<file path="config.mk">
export PLATFORM = sky130hd
export DESIGN_NAME = mag_cmp_serial
export DESIGN_NICKNAME = d
export VERILOG_FILES = /design/src/rtl/mag_cmp_pkg.sv /design/src/rtl/mag_cmp_serial_cmp2_cell.sv /design/src/rtl/mag_cmp_serial.sv
export SDC_FILE = /design/constraint.sdc
export NUM_CORES = 1
export LEC_CHECK = 0
export BUFFER_PORTS_ARGS = -buffer_cell sky130_fd_sc_hd__buf_4
export CAP_MARGIN = 20
export CELL_PAD_IN_SITES_DETAIL_PLACEMENT = 0
export CELL_PAD_IN_SITES_GLOBAL_PLACEMENT = 1
export CORE_AREA = 3 3 40 42
export CTS_CLUSTER_DIAMETER = 50
export CTS_CLUSTER_SIZE = 40
export DETAILED_ROUTE_END_ITERATION = 16
export DIE_AREA = 0 0 43 45
export PLACE_DENSITY = 0.79
export SLEW_MARGIN = 25
export SYNTH_ARGS = -nofsm -noshare
export SYNTH_HDL_FRONTEND = slang
export SYNTH_SLANG_ARGS = --single-unit
</file>
<file path="constraint.sdc">
create_clock -name clk -period 2.8 [get_ports clk]
set_input_delay 0 -clock clk [delete_from_list [all_inputs] [get_ports clk]]
set_output_delay 0 -clock clk [all_outputs]
set_load 0.05 [all_outputs]
</file>
<file path="src/rtl/mag_cmp_pkg.sv">
// Shared types for the serial magnitude comparator: relation and FSM state
// encodings plus the one-hot result decoder.
package mag_cmp_pkg;

    typedef enum logic [1:0] {
        REL_EQ = 2'd0,
        REL_GT = 2'd1,
        REL_LT = 2'd2
    } rel_t;

    typedef enum logic [1:0] {
        S_IDLE = 2'd0,
        S_RUN  = 2'd1,
        S_DONE = 2'd2
    } state_t;

    // Returns {gt, eq, lt}; the unused encoding yields no flag at all.
    function automatic logic [2:0] rel_decode(input rel_t rel);
        logic [2:0] flags;
        case (rel)
            REL_GT:  flags = 3'b100;
            REL_EQ:  flags = 3'b010;
            REL_LT:  flags = 3'b001;
            default: flags = 3'b000;
        endcase
        return flags;
    endfunction

endpackage

</file>
<file path="src/rtl/mag_cmp_serial_cmp2_cell.sv">
// Purely combinational 2-bit magnitude compare cell (gt/eq/lt of a vs b).
module cmp2_cell (
    input  logic [1:0] a,
    input  logic [1:0] b,
    output logic       gt,
    output logic       eq,
    output logic       lt
);

    assign gt = (a[1] & ~b[1]) | (~(a[1] ^ b[1]) & a[0] & ~b[0]);
    assign lt = (b[1] & ~a[1]) | (~(a[1] ^ b[1]) & b[0] & ~a[0]);
    assign eq = ~(a[1] ^ b[1]) & ~(a[0] ^ b[0]);

endmodule

</file>
<file path="src/rtl/mag_cmp_serial.sv">
// Serial WIDTH-bit magnitude comparator consuming MSB-first 2-bit digit pairs.
// Define MAG_CMP_SIGNED_EN for a two's-complement compare (top digit sign flip).
module mag_cmp_serial
    import mag_cmp_pkg::*;
#(
    parameter int WIDTH = 8
) (
    input  logic       clk,
    input  logic       rst,
    input  logic       start,
    input  logic       dig_valid,
    output logic       dig_ready,
    input  logic [1:0] a_dig,
    input  logic [1:0] b_dig,
    output logic       res_valid,
    input  logic       res_ready,
    output logic       a_gt_b,
    output logic       a_eq_b,
    output logic       a_lt_b,
    output logic       busy
);

    localparam int DIGITS = WIDTH / 2;
    localparam int CNT_W  = (DIGITS > 1) ? $clog2(DIGITS) : 1;
    localparam logic [CNT_W-1:0] LAST_CNT = CNT_W'(DIGITS - 1);
    localparam logic [CNT_W-1:0] CNT_ONE  = CNT_W'(1);

    state_t           state_q, state_d;
    logic [CNT_W-1:0] cnt_q, cnt_d;
    rel_t             rel_q, rel_d;

    logic [1:0] cell_a_s, cell_b_s;
    logic       cell_gt_s, cell_eq_s, cell_lt_s;
    rel_t       cell_rel_s;
    logic       accept_s;
    logic [2:0] flags_s;

`ifdef MAG_CMP_SIGNED_EN
    // The sign bit lives in the MSB of the first digit; flipping it maps
    // two's-complement order onto unsigned order.
    assign cell_a_s = (cnt_q == '0) ? {~a_dig[1], a_dig[0]} : a_dig;
    assign cell_b_s = (cnt_q == '0) ? {~b_dig[1], b_dig[0]} : b_dig;
`else
    assign cell_a_s = a_dig;
    assign cell_b_s = b_dig;
`endif

    cmp2_cell u_cell (
        .a  (cell_a_s),
        .b  (cell_b_s),
        .gt (cell_gt_s),
        .eq (cell_eq_s),
        .lt (cell_lt_s)
    );

    assign cell_rel_s = cell_gt_s ? REL_GT : (cell_lt_s ? REL_LT : REL_EQ);
    assign accept_s   = (state_q == S_RUN) && dig_valid;

    // Next-state, digit counter and running relation.
    always_comb begin
        state_d = state_q;
        cnt_d   = cnt_q;
        rel_d   = rel_q;
        case (state_q)
            S_IDLE: begin
                if (start) begin
                    state_d = S_RUN;
                    cnt_d   = '0;
                    rel_d   = REL_EQ;
                end else begin
                    state_d = S_IDLE;
                end
            end
            S_RUN: begin
                if (accept_s) begin
                    // The first unequal digit decides; later digits cannot override it.
                    if (rel_q == REL_EQ) begin
                        rel_d = cell_rel_s;
                    end else begin
                        rel_d = rel_q;
                    end
                    if (cnt_q == LAST_CNT) begin
                        cnt_d   = '0;
                        state_d = S_DONE;
                    end else begin
                        cnt_d   = cnt_q + CNT_ONE;
                    end
                end else begin
                    state_d = S_RUN;
                end
            end
            S_DONE: begin
                if (res_ready) begin
                    state_d = S_IDLE;
                end else begin
                    state_d = S_DONE;
                end
            end
            default: begin
                state_d = S_IDLE;
                cnt_d   = '0;
                rel_d   = REL_EQ;
            end
        endcase
    end

    // State, counter and relation registers.
    always_ff @(posedge clk or posedge rst) begin
        if (rst) begin
            state_q <= S_IDLE;
            cnt_q   <= '0;
            rel_q   <= REL_EQ;
        end else begin
            state_q <= state_d;
            cnt_q   <= cnt_d;
            rel_q   <= rel_d;
        end
    end

    // Outputs depend only on registered state, never on inputs.
    assign dig_ready = (state_q == S_RUN);
    assign res_valid = (state_q == S_DONE);
    assign busy      = (state_q != S_IDLE);
    assign flags_s   = res_valid ? rel_decode(rel_q) : 3'b000;
    assign a_gt_b    = flags_s[2];
    assign a_eq_b    = flags_s[1];
    assign a_lt_b    = flags_s[0];

endmodule

</file>
# Word level (Yosys, flattened, before mapping)
# Index checks and enable logic that the tools add are counted.
dict set report classes {
  n_reduce_logical 6
  addsub 1
  bitwise 15
  eq_ne 9
  n_mux 16
}
# op n
set ops {}
lappend ops {{$mux W2} 10}
lappend ops {{$pmux W2 S3} 3}
lappend ops {{$pmux W3 S3} 1}
lappend ops {{$and A1 B1 Y1} 6}
lappend ops {{$eq A2 B2 Y1 const B} 3}
lappend ops {{$not A1 Y1} 6}
lappend ops {{$eq A2 B1 Y1 const B} 2}
lappend ops {{$logic_not A2 Y1} 2}
lappend ops {{$ne A2 B1 Y1 const B} 2}
lappend ops {{$reduce_and A4 Y1} 1}
lappend ops {{$mux W3} 1}
lappend ops {{$ne A3 B2 Y1 const B} 1}
lappend ops {{$reduce_and A3 Y1} 1}
lappend ops {{$add A2 B1 Y2 const B} 1}
lappend ops {{$ne A2 B2 Y1 const B} 1}
lappend ops {{$or A1 B1 Y1} 2}
lappend ops {{$reduce_bool A2 Y1} 1}
lappend ops {{$logic_and A1 B1 Y1} 1}
lappend ops {{$mux W1} 1}
lappend ops {{$xor A1 B1 Y1} 1}
dict set report totals {
  wordCells 50
  regBits 6
  out_inout_bits 6
  in_bits 9
}

# Depth between registers and ports, before layout
# Gate-level depths: netlist of run 1.
dict set report logic_depth {
  ltp_word 10
  mapped_depth 5
  mapped_depth_nobuf 5
}

# By module
# A second synthesis of run 1 with hierarchy kept.
dict set report unflattened {
  cells_unflattened 47
  area_unflattened_um2 409.1
}
# mod area_each_um2 seq_area_each_um2 instances cells_each
set by_module_without_submodules {}
lappend by_module_without_submodules {mag_cmp_serial 337.8 150.1 1 37}
lappend by_module_without_submodules {cmp2_cell 71.3 0.0 1 10}

# Worst setup path before layout of run 1
# OpenSTA, ideal clock, no wires.
dict set report synth_timing {
  path_type {reg-to-output}
  startpoint {register state_q[0]}
  endpoint {output a_eq_b}
  path_stages_with_launch 3
  required_ns 2.800
  setup_slack_ns 1.150
  path_buffers 0
  arrival_ns 1.650
  path_cell_list {dfrtp_1 > nand2b_1 > nor3_1}
}
dict set report synth_via {
  elab_chain_cells 2
}
# item line_no
set synth_rtl {}
lappend synth_rtl {{start, declared} mag_cmp_serial.sv:28} ;# state_t state_q, state_d;
lappend synth_rtl {{start signal, assigned} mag_cmp_serial.sv:114} ;# state_q <= state_d;
lappend synth_rtl {{$eq A2 B2 Y1} mag_cmp_serial.sv:122} ;# assign res_valid = (state_q == S_DONE);
lappend synth_rtl {{$mux W3} mag_cmp_serial.sv:124} ;# assign flags_s = res_valid ? rel_decode(rel_q) : 3'b000;
lappend synth_rtl {{end, declared} mag_cmp_serial.sv:18} ;# output logic a_eq_b,
# Every way passes these cells.

# Worst setup path after layout of run 1
dict set report layout_timing {
  startpoint {register state_q[0]}
  endpoint {register rel_q[1]}
}
dict set report layout_via {
  elab_chain_cells 4
  word_cells_on_any_way 10
  classes_between {5 x eq/ne; 1 x mux; 1 x bitwise; 3 x reduce/logical}
}
# item line_no
set layout_rtl {}
lappend layout_rtl {{$eq A2 B1 Y1} {mag_cmp_serial.sv:57, mag_cmp_serial.sv:64}}
lappend layout_rtl {{$logic_and A1 B1 Y1} mag_cmp_serial.sv:57} ;# assign accept_s = (state_q == S_RUN) && dig_valid;
lappend layout_rtl {{$ne A2 B1 Y1 (no source line)} -}
lappend layout_rtl {{$reduce_and A4 Y1 (no source line)} -}
lappend layout_rtl {{end signal, assigned} mag_cmp_serial.sv:116} ;# rel_q <= rel_d;
lappend layout_rtl {{end, declared} mag_cmp_serial.sv:30} ;# rel_t rel_q, rel_d;
# Parallel ways exist; a longest one is shown, timed or not.
# A chain may end at the register's enable or synchronous reset.

==> summary.txt, run 1 <==
Status
  – Status: finished, final reports clean

Worst setup path
  – Worst path arrival time: 1570 ps
  – Crit end category: register
  – Worst EP required: 2940 ps
  – Critical path launch point type: register
  – Crit Path Category: register to register
  – Worst Reg-to-Reg Cells: 3
  – Max FO, Critical Path: 8

Global route
  – Pin count of the biggest net entering global routing: 9
  – Total track usage: 10.88%
  – Vias in the first global route: 394
  – Global-route wire length before repair: 1580 µm
  – Grt ovf: 0
  – Antenna violations before repair: 0

Timing
  – Crit share post-route: 50.91%
  – Final hold vios: 0
  – Slew HR: 65.76%
  – Post-Route Skew: 1.515 ps
  – RSZ-0062 raised after global routing: no
  – Final slew viol count: 0
  – Period minus WS final: 1425 ps
  – Final setup viols: 0
  – Worst-Margin Slew: 508.2 ps
  – Fmax: 701.5 MHz
  – Setup_tns: 0 ps

Clocking
  – Clock buffer count from CTS: 3
  – Total clock sinks: 6
  – Setup bufs post-CTS: 0
  – H-tree levels: 1
  – Post-CTS Hold Buffers: 3
  – Clk Latency, worst-skew pair: 240 ps
  – Clk slew on worst S/H paths: 50 ps
  – Post-CTS Resized: 0
  – Clk root buf: clkbuf_4
  – Longest Clk Path Bufs: 2
  – CTS tree: built

Route
  – Number of remaining DRC errors: 0
  – Avg Vias per Cell: 4.896
  – Starting DRT DRC Count: 3
  – Routed Wire Length: 870 µm
  – Vias: 377
  – Post-Route M1 WL: 403 µm
  – Routed wl met2: 424 µm
  – Wire per inst: 11.30 µm
  – Highest routed metal layer: met3
  – 1st-pass router iterations: 4
  – Met3 WL: 42 µm
  – Post-route ant nets: 0

Layout
  – Layout cells sized above 1: 33.87%
  – Antenna cell count: 0
  – Fillcell total: 133
  – Layout Nets: 76
  – Non-Filler Instances: 77
  – Area Overhead vs Synth: 43.40%

Place
  – Port Buffers: 14
  – Placed insts: 71
  – DPL Wire Length: 670.3 µm
  – Routability congestion estimate: 0.7426

Synth
  – Yosys top cell by area: dfrtp_1
  – Syn Std Cell Area: 397.9 µm²
  – Top-area cell type share of the netlist area: 37.74%
  – YS warnings: 0
  – Gate Count Post-Synth: 43
  – Synthesized Nets: 55
  – Ys flop type: dfrtp_1
  – Syn_area_per_cell: 9.253 µm²
  – Commonest cells in the netlist: dfrtp_1 (6), inv_1 (6), ha_1 (3), o21ai_0 (3)
  – Synth Register Bits: 6
  – Netlist cell types: 24
  – Post-synthesis sequential area ratio: 37.74%
  – Async SR Flop Fraction: 100.0%
  – Post-synth EDFFs: 0
  – Synth top area cells: dfrtp_1 (38%), ha_1 (9.4%), inv_1 (5.7%)

Worst hold path
  – Hold path cells: 3
  – Worst min-delay path category: input pin to register

Floorplan
  – CORE AREA: 1285 µm²
  – Die area: 1935 µm²
  – Die height: 45 µm
  – Chip width: 43 µm
  – IO Count: 15
  – Rows: 13
  – Initial Util: 30.96%

Pwr
  – Max rail drop VDD: 0.1987 mV
  – Power Density: 763.3 nW/µm²
  – Static Leak: 0.2859 nW

Run
  – Max cap viols: 0
## cell type report
type / instances / area, µm² / share of cell area [%]
Timing Repair Buffer: 17 / 135.1 / 23.68
Clock buffer: 3 / 22.52 / 3.947
Sequential cell: 6 / 150.1 / 26.32
Multi-Input combinational cell: 30 / 221.5 / 38.82
Tap cell: 15 / 18.77 / 3.289
Inverter: 6 / 22.52 / 3.947
## state kept, by name (all words and copies together), names as in the netlist
register / count
cnt_q: 2
rel_q: 2
state_q: 2
## placed cells by master, fill, tap and decap left out, types with 2 or more instances in the layout
| cell type | instances |
|---|---|
| nand2_1 | 2 |
| clkbuf_4 | 3 |
| inv_1 | 6 |
| dlygate4sd3_1 | 3 |
| and3b_1 | 2 |
| nor3_1 | 2 |
| o21ai_0 | 3 |
| ha_1 | 3 |
| nand3_1 | 2 |
| buf_4 | 14 |
| nor2_1 | 2 |
| dfrtp_1 | 6 |
## kinds of logic (layout without fill, tap and decap cells)
logic type | Yosys count | after routing | synth area share [%]
and+or+nand+nor | 17 | 17 | 26.42
AOI/OAI and AO/OA | 10 | 10 | 19.81
buffers and inverters | 7 | 26 | 6.602
DFF | 6 | 6 | 37.73
adders and majority gates | 3 | 3 | 9.435
## final timing paths
kind | startpoint | endpoint | slack [ps]
min in group asynchronous | rst | state_q[0] | 230
min reg2reg | cnt_q[1] | cnt_q[1] | 490
max | state_q[0] | rel_q[1] | 1370
min | start | state_q[0] | 50
max reg2reg | state_q[0] | rel_q[1] | 1370
max in group asynchronous | rst | cnt_q[0] | 2370
## metal layers
metal,GRT usage [%],vias to the layer above
li1,-,195
met1,13.94,172
met2,16.47,10
met3,2.390,0
met4,7.229,0
met5,0,-
## power breakdown
group          internal [mW]  switching (mW)  leakage (nW)  total, mW
clock network         0.0485          0.0309        0.0138     0.0793
registers              0.119          0.0344        0.0715      0.153
logic                 0.0885           0.114         0.201      0.203
total                  0.256           0.180         0.286      0.435
## stage by stage
stage / hold WS [ps] / area, µm² / setup WS [ps] / util (%) / power [mW]
floorplan: -209.0 / 397.9 / 1150 / - / 0.3004
global placement: -58.51 / 518.0 / 1426 / 40.31 / 0.3552
detailed placement: -62.65 / 518.0 / 1382 / 40.31 / 0.3534
CTS: 44.82 / 570.5 / 1374 / 44.40 / 0.4403
global route: 65.79 / 570.5 / 1295 / 44.40 / 0.4751
finish: 52.55 / 570.5 / 1375 / 44.40 / 0.4355
## worst max-delay path: stages (launching register included)
cell,delay (ps)
dfrtp_1,440
or3b_4,450
and2_4,180
o31ai_1,260
No activity file was read; power rests on OpenSTA's default activity.
==> run 2: changes to the inputs <==
ABC_AREA = 1   (was default)
CORE_AREA = default   (was 3 3 40 42)
CORE_MARGIN = 3   (was default)
CORE_UTILIZATION = 31   (was default)
DIE_AREA = default   (was 0 0 43 45)
PLACE_DENSITY = 0.85   (was 0.79)
clock period = 1.5 ns   (was 2.8 ns; I/O delays follow)
==> run 2 against run 1 <==
  * Largest cell class unchanged
  * Synthesized cell count up 49%
  * Power rose to 2.7 times the previous value
  * Design area up 2.0%
  * Critical endpoint is now a_gt_b
  * Global-route usage up 1.4 points
  * Cell count up 25%
  * Synthesized area up 7.2%
  * Register-to-register slack worse by 970 ps
==> summary.txt, run 2 <==
Status
  – Status: finished, final reports clean

Global route
  – Grt met1 use: 14.39%
  – Vias in the first global route: 412
  – Grt ovf: 0
  – GRT met2 Usage: 20.06%
  – Global-route wire length before repair: 1690 µm
  – Antenna violations before repair: 0
  – Met3 global-route usage: 3.814%
  – Most used routing layer: met2
  – Total track usage: 12.25%
  – Pin count of the biggest net entering global routing: 7

Worst setup path
  – Critical path launch point type: register
  – Crit end category: primary output
  – Buf/Inv on CP: 2
  – Crit Path Category: register to primary output
  – Worst-path cell chain: inv_2 -> nand2_1 -> nor3_1 -> buf_4
  – Max FO, Critical Path: 5
  – Worst path arrival time: 1290 ps
  – Worst EP required: 1500 ps
  – Critical path's slowest cell: dfrtp_1
  – Slowest stage delay, CP: 400 ps
  – Crit-path leading delay family: flip-flops

Synth
  – Commonest cells in the netlist: nand2_1 (21), inv_1 (9), nor2_1 (7)
  – Post-synth EDFFs: 0
  – Synth top area cells: dfrtp_1 (35%), nand2_1 (18%), ha_1 (8.8%)
  – Ys flop type: dfrtp_1
  – Syn Std Cell Area: 426.7 µm²
  – Gate Count Post-Synth: 64
  – Top-area cell type share of the netlist area: 35.19%
  – YS warnings: 0
  – Post-synthesis sequential area ratio: 35.19%
  – Cell with the most instances after synthesis: nand2_1
  – Syn_area_per_cell: 6.667 µm²
  – Netlist cell types: 15
  – Yosys top cell by area: dfrtp_1
  – Synth Register Bits: 6
  – Synthesized Nets: 76
  – Async SR Flop Fraction: 100.0%

Run
  – Max cap viols: 0

Clocking
  – Total clock sinks: 6
  – H-tree levels: 1
  – Clk Latency, worst-skew pair: 250 ps
  – Clk slew on worst S/H paths: 50 ps
  – Clock buffer count from CTS: 3
  – Clk root buf: clkbuf_4
  – Longest Clk Path Bufs: 2
  – Post-CTS Resized: 0
  – CTS tree: built

Place
  – Port Buffers: 14
  – DPL Wire Length: 795.6 µm
  – Placed insts: 92
  – Routability congestion estimate: 0.8174

Floorplan
  – Die height: 43.10 µm
  – IO Count: 15
  – Chip width: 43.10 µm
  – Rows: 12
  – Die area: 1858 µm²
  – CORE AREA: 1201 µm²
  – Initial Util: 35.52%

Layout
  – Layout Nets: 96
  – Commonest non-fill, non-tap cell in the layout: nand2_1
  – Non-Filler Instances: 96
  – Layout cells sized above 1: 26.83%
  – Fillcell total: 141
  – Most frequent cells in the layout: nand2_1 (21), buf_4 (14), inv_1 (9)
  – Footprint of the multi-input gates: 235.2 µm²
  – Area Overhead vs Synth: 36.36%
  – Antenna cell count: 0
  – Top flop regs: cnt_q x2, rel_q x2, state_q x2
  – Utilization after layout: 48.44%
  – Register Area: 150.1 µm²

Timing
  – Final slew viol count: 0
  – Period minus WS final: 1292 ps
  – Slew HR: 83.25%
  – Crit share post-route: 86.12%
  – Worst hold margin: 28.83 ps
  – Worst-Margin Slew: 251.0 ps
  – Final hold vios: 0
  – Post-Route Skew: 0.9768 ps
  – Final setup viols: 0
  – RSZ-0062 raised after global routing: no
  – Fmax: 774.1 MHz

Pwr
  – Power Density: 1993 nW/µm²
  – Static Leak: 0.3401 nW
  – Max rail drop VDD: 0.9234 mV

Route
  – Avg Vias per Cell: 4.500
  – 1st-pass router iterations: 4
  – Wire per inst: 9.719 µm
  – Starting DRT DRC Count: 2
  – Vias: 432
  – Routed Wire Length: 933 µm
  – Post-route ant nets: 0
  – Number of remaining DRC errors: 0

Worst hold path
  – Worst min-delay path category: input pin to register
## run 2: changes by cell type in the layout (fill, tap and decap cells not counted), sizes merged, moves of 2 or more
cell,delta
nor2,+7
dlygate4sd3,-2
nand2,+20
inv,+5
and3b,-2
nand3,+3
## run 2: worst reg2reg max path: stages (launching register included)
cell	delay [ps]
dfrtp_1	430
nor2_4	190
nand2_2	60
or2_1	220
nand2_1	60
inv_1	30
## run 2: cell type report
class	count	share of cell area [%]
Inverter	11	7.097
Timing Repair Buffer	15	19.78
Clock buffer	3	3.871
Sequential cell	6	25.81
Multi-Input combinational cell	47	40.43
Tap cell	14	3.011
## run 2: layer usage
layer | vias to the layer above | wire, µm
li1 | 236 | -
met1 | 182 | 395
met2 | 12 | 462
met3 | 2 | 63
met4 | 0 | 11
met5 | - | 0
## run 2: per-stage QoR
stage	setup WS [ps]	TNS [ps]	instance area (µm²)	power, mW
finish	208.1	0	581.8	1.160
floorplan	-155.0	-309.9	426.7	0.8298
global placement	439.4	0	549.3	1.007
detailed placement	405.7	0	549.3	1.015
global route	71.73	0	581.8	1.284
CTS	201.4	0	581.8	1.180
## run 2: worst paths after layout
| path | from | endpoint | slack [ps] | depth (start not counted) |
|---|---|---|---|---|
| hold reg to reg | cnt_q[1] | cnt_q[1] | 490 | 2 |
| setup / recovery | state_q[0] | a_gt_b | 210 | 4 |
| hold / removal | dig_valid | cnt_q[1] | 30 | 3 |
| setup reg to reg | state_q[1] | state_q[1] | 400 | 5 |
| max in group asynchronous | rst | rel_q[1] | 1060 | 3 |
| min in group asynchronous | rst | state_q[0] | 240 | 3 |
## run 2: cells by family after synthesis
| kind of cell | synth area share [%] |
|---|---|
| simple gates | 41.65 |
| flops | 35.19 |
| compound gates | 4.690 |
| fa+ha+maj | 8.799 |
| buf+inv | 9.678 |
## run 2: what timing repair did
| action | CTS | global route |
|---|---|---|
| buffers inserted | 0 | 0 |
| hold buffers | 1 | 0 |
| endpoints found under the hold margin | 6 | 0 |
## run 2: report_power, final
group	internal, mW	switching (mW)
clock network	0.0909	0.0638
logic	0.223	0.474
registers	0.234	0.0748
==> run 3: changes to the inputs <==
HOLD_SLACK_MARGIN = 0.1   (was default)
==> run 3 against run 2 <==
  * Global-route usage increased by 0.43 points
  * Critical path type unchanged
  * Clock skew about the same
  * Non-clock buffer count increased by 3
  * Combinational power increased by 1%
  * Design area increased by 5.2%
  * Power increased by 0.60%
  * Die area unchanged
  * Register-to-register slack about the same
==> summary.txt, run 3 (synthesis results as in run 2) <==
Pwr
  – Switching portion of total power: 52.65%
  – Combinational Power Share: 60.3%
  – Net switching power: 0.6142 mW
  – Clock network fraction of total power: 13.3%
  – Overall Power: 1.166 mW
  – Static Leak: 0.3526 nW
  – Share of power burned in registers: 26.5%
  – Max rail drop VDD: 0.9343 mV
  – P_int: 0.5523 mW
  – Power Density: 1907 nW/µm²

Worst setup path
  – Buf/Inv on CP: 2
  – Worst-path cell chain: inv_2 -> nand2_1 -> nor3_1 -> buf_4
  – Critical path's slowest cell: dfrtp_1
  – Slowest stage delay, CP: 400 ps
  – Worst path arrival time: 1290 ps
  – Crit Path Category: register to primary output
  – Crit end category: primary output
  – Critical path launch point type: register
  – Crit-path leading delay family: flip-flops
  – Max FO, Critical Path: 5
  – CP startpoint: state_q[0]
  – Worst EP required: 1500 ps
  – R2r setup slk: 400 ps
  – R2R Path End: state_q[1]
  – Worst Reg-to-Reg Cells: 5
  – Launch point of the worst reg-to-reg path: state_q[1]

Worst hold path
  – Worst min-delay path category: input pin to register
  – Hold path cells: 6
  – Hold_sp: a_dig[0]
  – Hold Path End: rel_q[1]

Timing
  – Final slew viol count: 0
  – Final hold vios: 0
  – Slew HR: 83.25%
  – Fmax: 773.7 MHz
  – Final setup viols: 0
  – Final worst slack: 207.6 ps
  – Period minus WS final: 1292 ps
  – Worst hold margin: 127.6 ps
  – Worst-Margin Slew: 251.0 ps
  – Post-Route Skew: 1.148 ps
  – RSZ-0062 raised after global routing: no
  – Crit share post-route: 86.16%

Place
  – Routability congestion estimate: 0.8174
  – Post-DP Area: 549.3 µm²
  – Port Buffers: 14
  – Placed insts: 92
  – DPL Wire Length: 795.6 µm
  – Pre-CTS setup slack: 405.7 ps

Route
  – Post-Route M1 WL: 401 µm
  – Vias: 447
  – Post-route ant nets: 0
  – Routed Wire Length: 974 µm
  – Wire per inst: 9.838 µm
  – Number of remaining DRC errors: 0
  – Highest routed metal layer: met4
  – 1st-pass router iterations: 4
  – Routed wl met2: 499 µm
  – Met3 WL: 61 µm
  – Starting DRT DRC Count: 3
  – Avg Vias per Cell: 4.515

Clocking
  – Clk root buf: clkbuf_4
  – CTS tree: built
  – Setup bufs post-CTS: 0
  – Total clock sinks: 6
  – Clock buffer count from CTS: 3
  – H-tree levels: 1
  – Clk slew on worst S/H paths: 50 ps
  – Clk Latency, worst-skew pair: 250 ps
  – Longest Clk Path Bufs: 2

Floorplan
  – CORE AREA: 1201 µm²
  – IO Count: 15
  – Die area: 1858 µm²
  – Initial Util: 35.52%
  – Die height: 43.10 µm
  – Rows: 12
  – Chip width: 43.10 µm

Layout
  – Antenna cell count: 0
  – Final instance area: 611.8 µm²
  – Area Overhead vs Synth: 43.40%
  – Commonest non-fill, non-tap cell in the layout: nand2_1
  – Layout Nets: 99
  – Fillcell total: 138
  – Top flop regs: cnt_q x2, rel_q x2, state_q x2
  – Layout cells sized above 1: 25.88%
  – Most frequent cells in the layout: nand2_1 (21), buf_4 (14), inv_1 (9)
  – Non-Filler Instances: 99

Global route
  – Global-route wire length before repair: 1745 µm
  – Antenna violations before repair: 0
  – Vias in the first global route: 430
  – Grt ovf: 0
  – Total track usage: 12.68%
  – Pin count of the biggest net entering global routing: 7

Run
  – Max cap viols: 0

Status
  – Status: finished, final reports clean
-- run 3: cell count changes in the layout (fill, tap and decap cells not counted), sizes merged --
cell         change
dlygate4sd3      +3
-- run 3: per-stage QoR --
stage | TNS [ps] | utilization, %
3_5_place_dp | 0 | 45.73
4_1_cts | 0 | 50.94
3_3_place_gp | 0 | 45.73
5_1_grt | 0 | 50.94
6_report | 0 | 50.94
2_1_floorplan | -309.9 | -
-- run 3: final cells by class --
cell class	count	area [µm²]	area share, %
tap	14	17.52	2.863
inverter	11	41.29	6.748
sequential	6	150.1	24.54
timing repair buffer	18	145.1	23.72
clock buffer	3	22.52	3.681
multi-input combinational	47	235.2	38.45
-- run 3: worst register-to-register path, delay by kind of cell (launching register included) --
family | cells | cell delay [ps]
buffers and inverters | 1 | 30
flip-flops | 1 | 430
AND/OR/NAND/NOR | 4 | 530
-- run 3: timing repair --
item                      CTS  global route
resized for setup           0             0
hold buffers                4             0
hold endpoints to repair    9             0
-- run 3: power groups by stage --
stage	Clock (mW)	Sequential [mW]	Combinational, mW
floorplan	0	0.296	0.534
global placement	0	0.305	0.702
detailed placement	0	0.312	0.703
CTS	0.163	0.310	0.713
global route	0.175	0.324	0.791
finish	0.155	0.309	0.703
-- run 3: worst max-delay path by stage --
stage	end	slack [ps]	cells past startpoint
finish	a_gt_b	210	4
global route	a_gt_b	70	4
CTS	a_gt_b	200	4
detailed placement	state_q[1]	410	5
global placement	rel_q[1]	440	6
floorplan	a_eq_b	-150	3
-- run 3: metal layers --
| layer | vias up | GRT usage [%] |
|---|---|---|
| li1 | 242 | - |
| met4 | 0 | 5.422 |
| met5 | - | 0 |
| met2 | 14 | 21.83 |
| met1 | 189 | 14.14 |
| met3 | 2 | 3.814 |
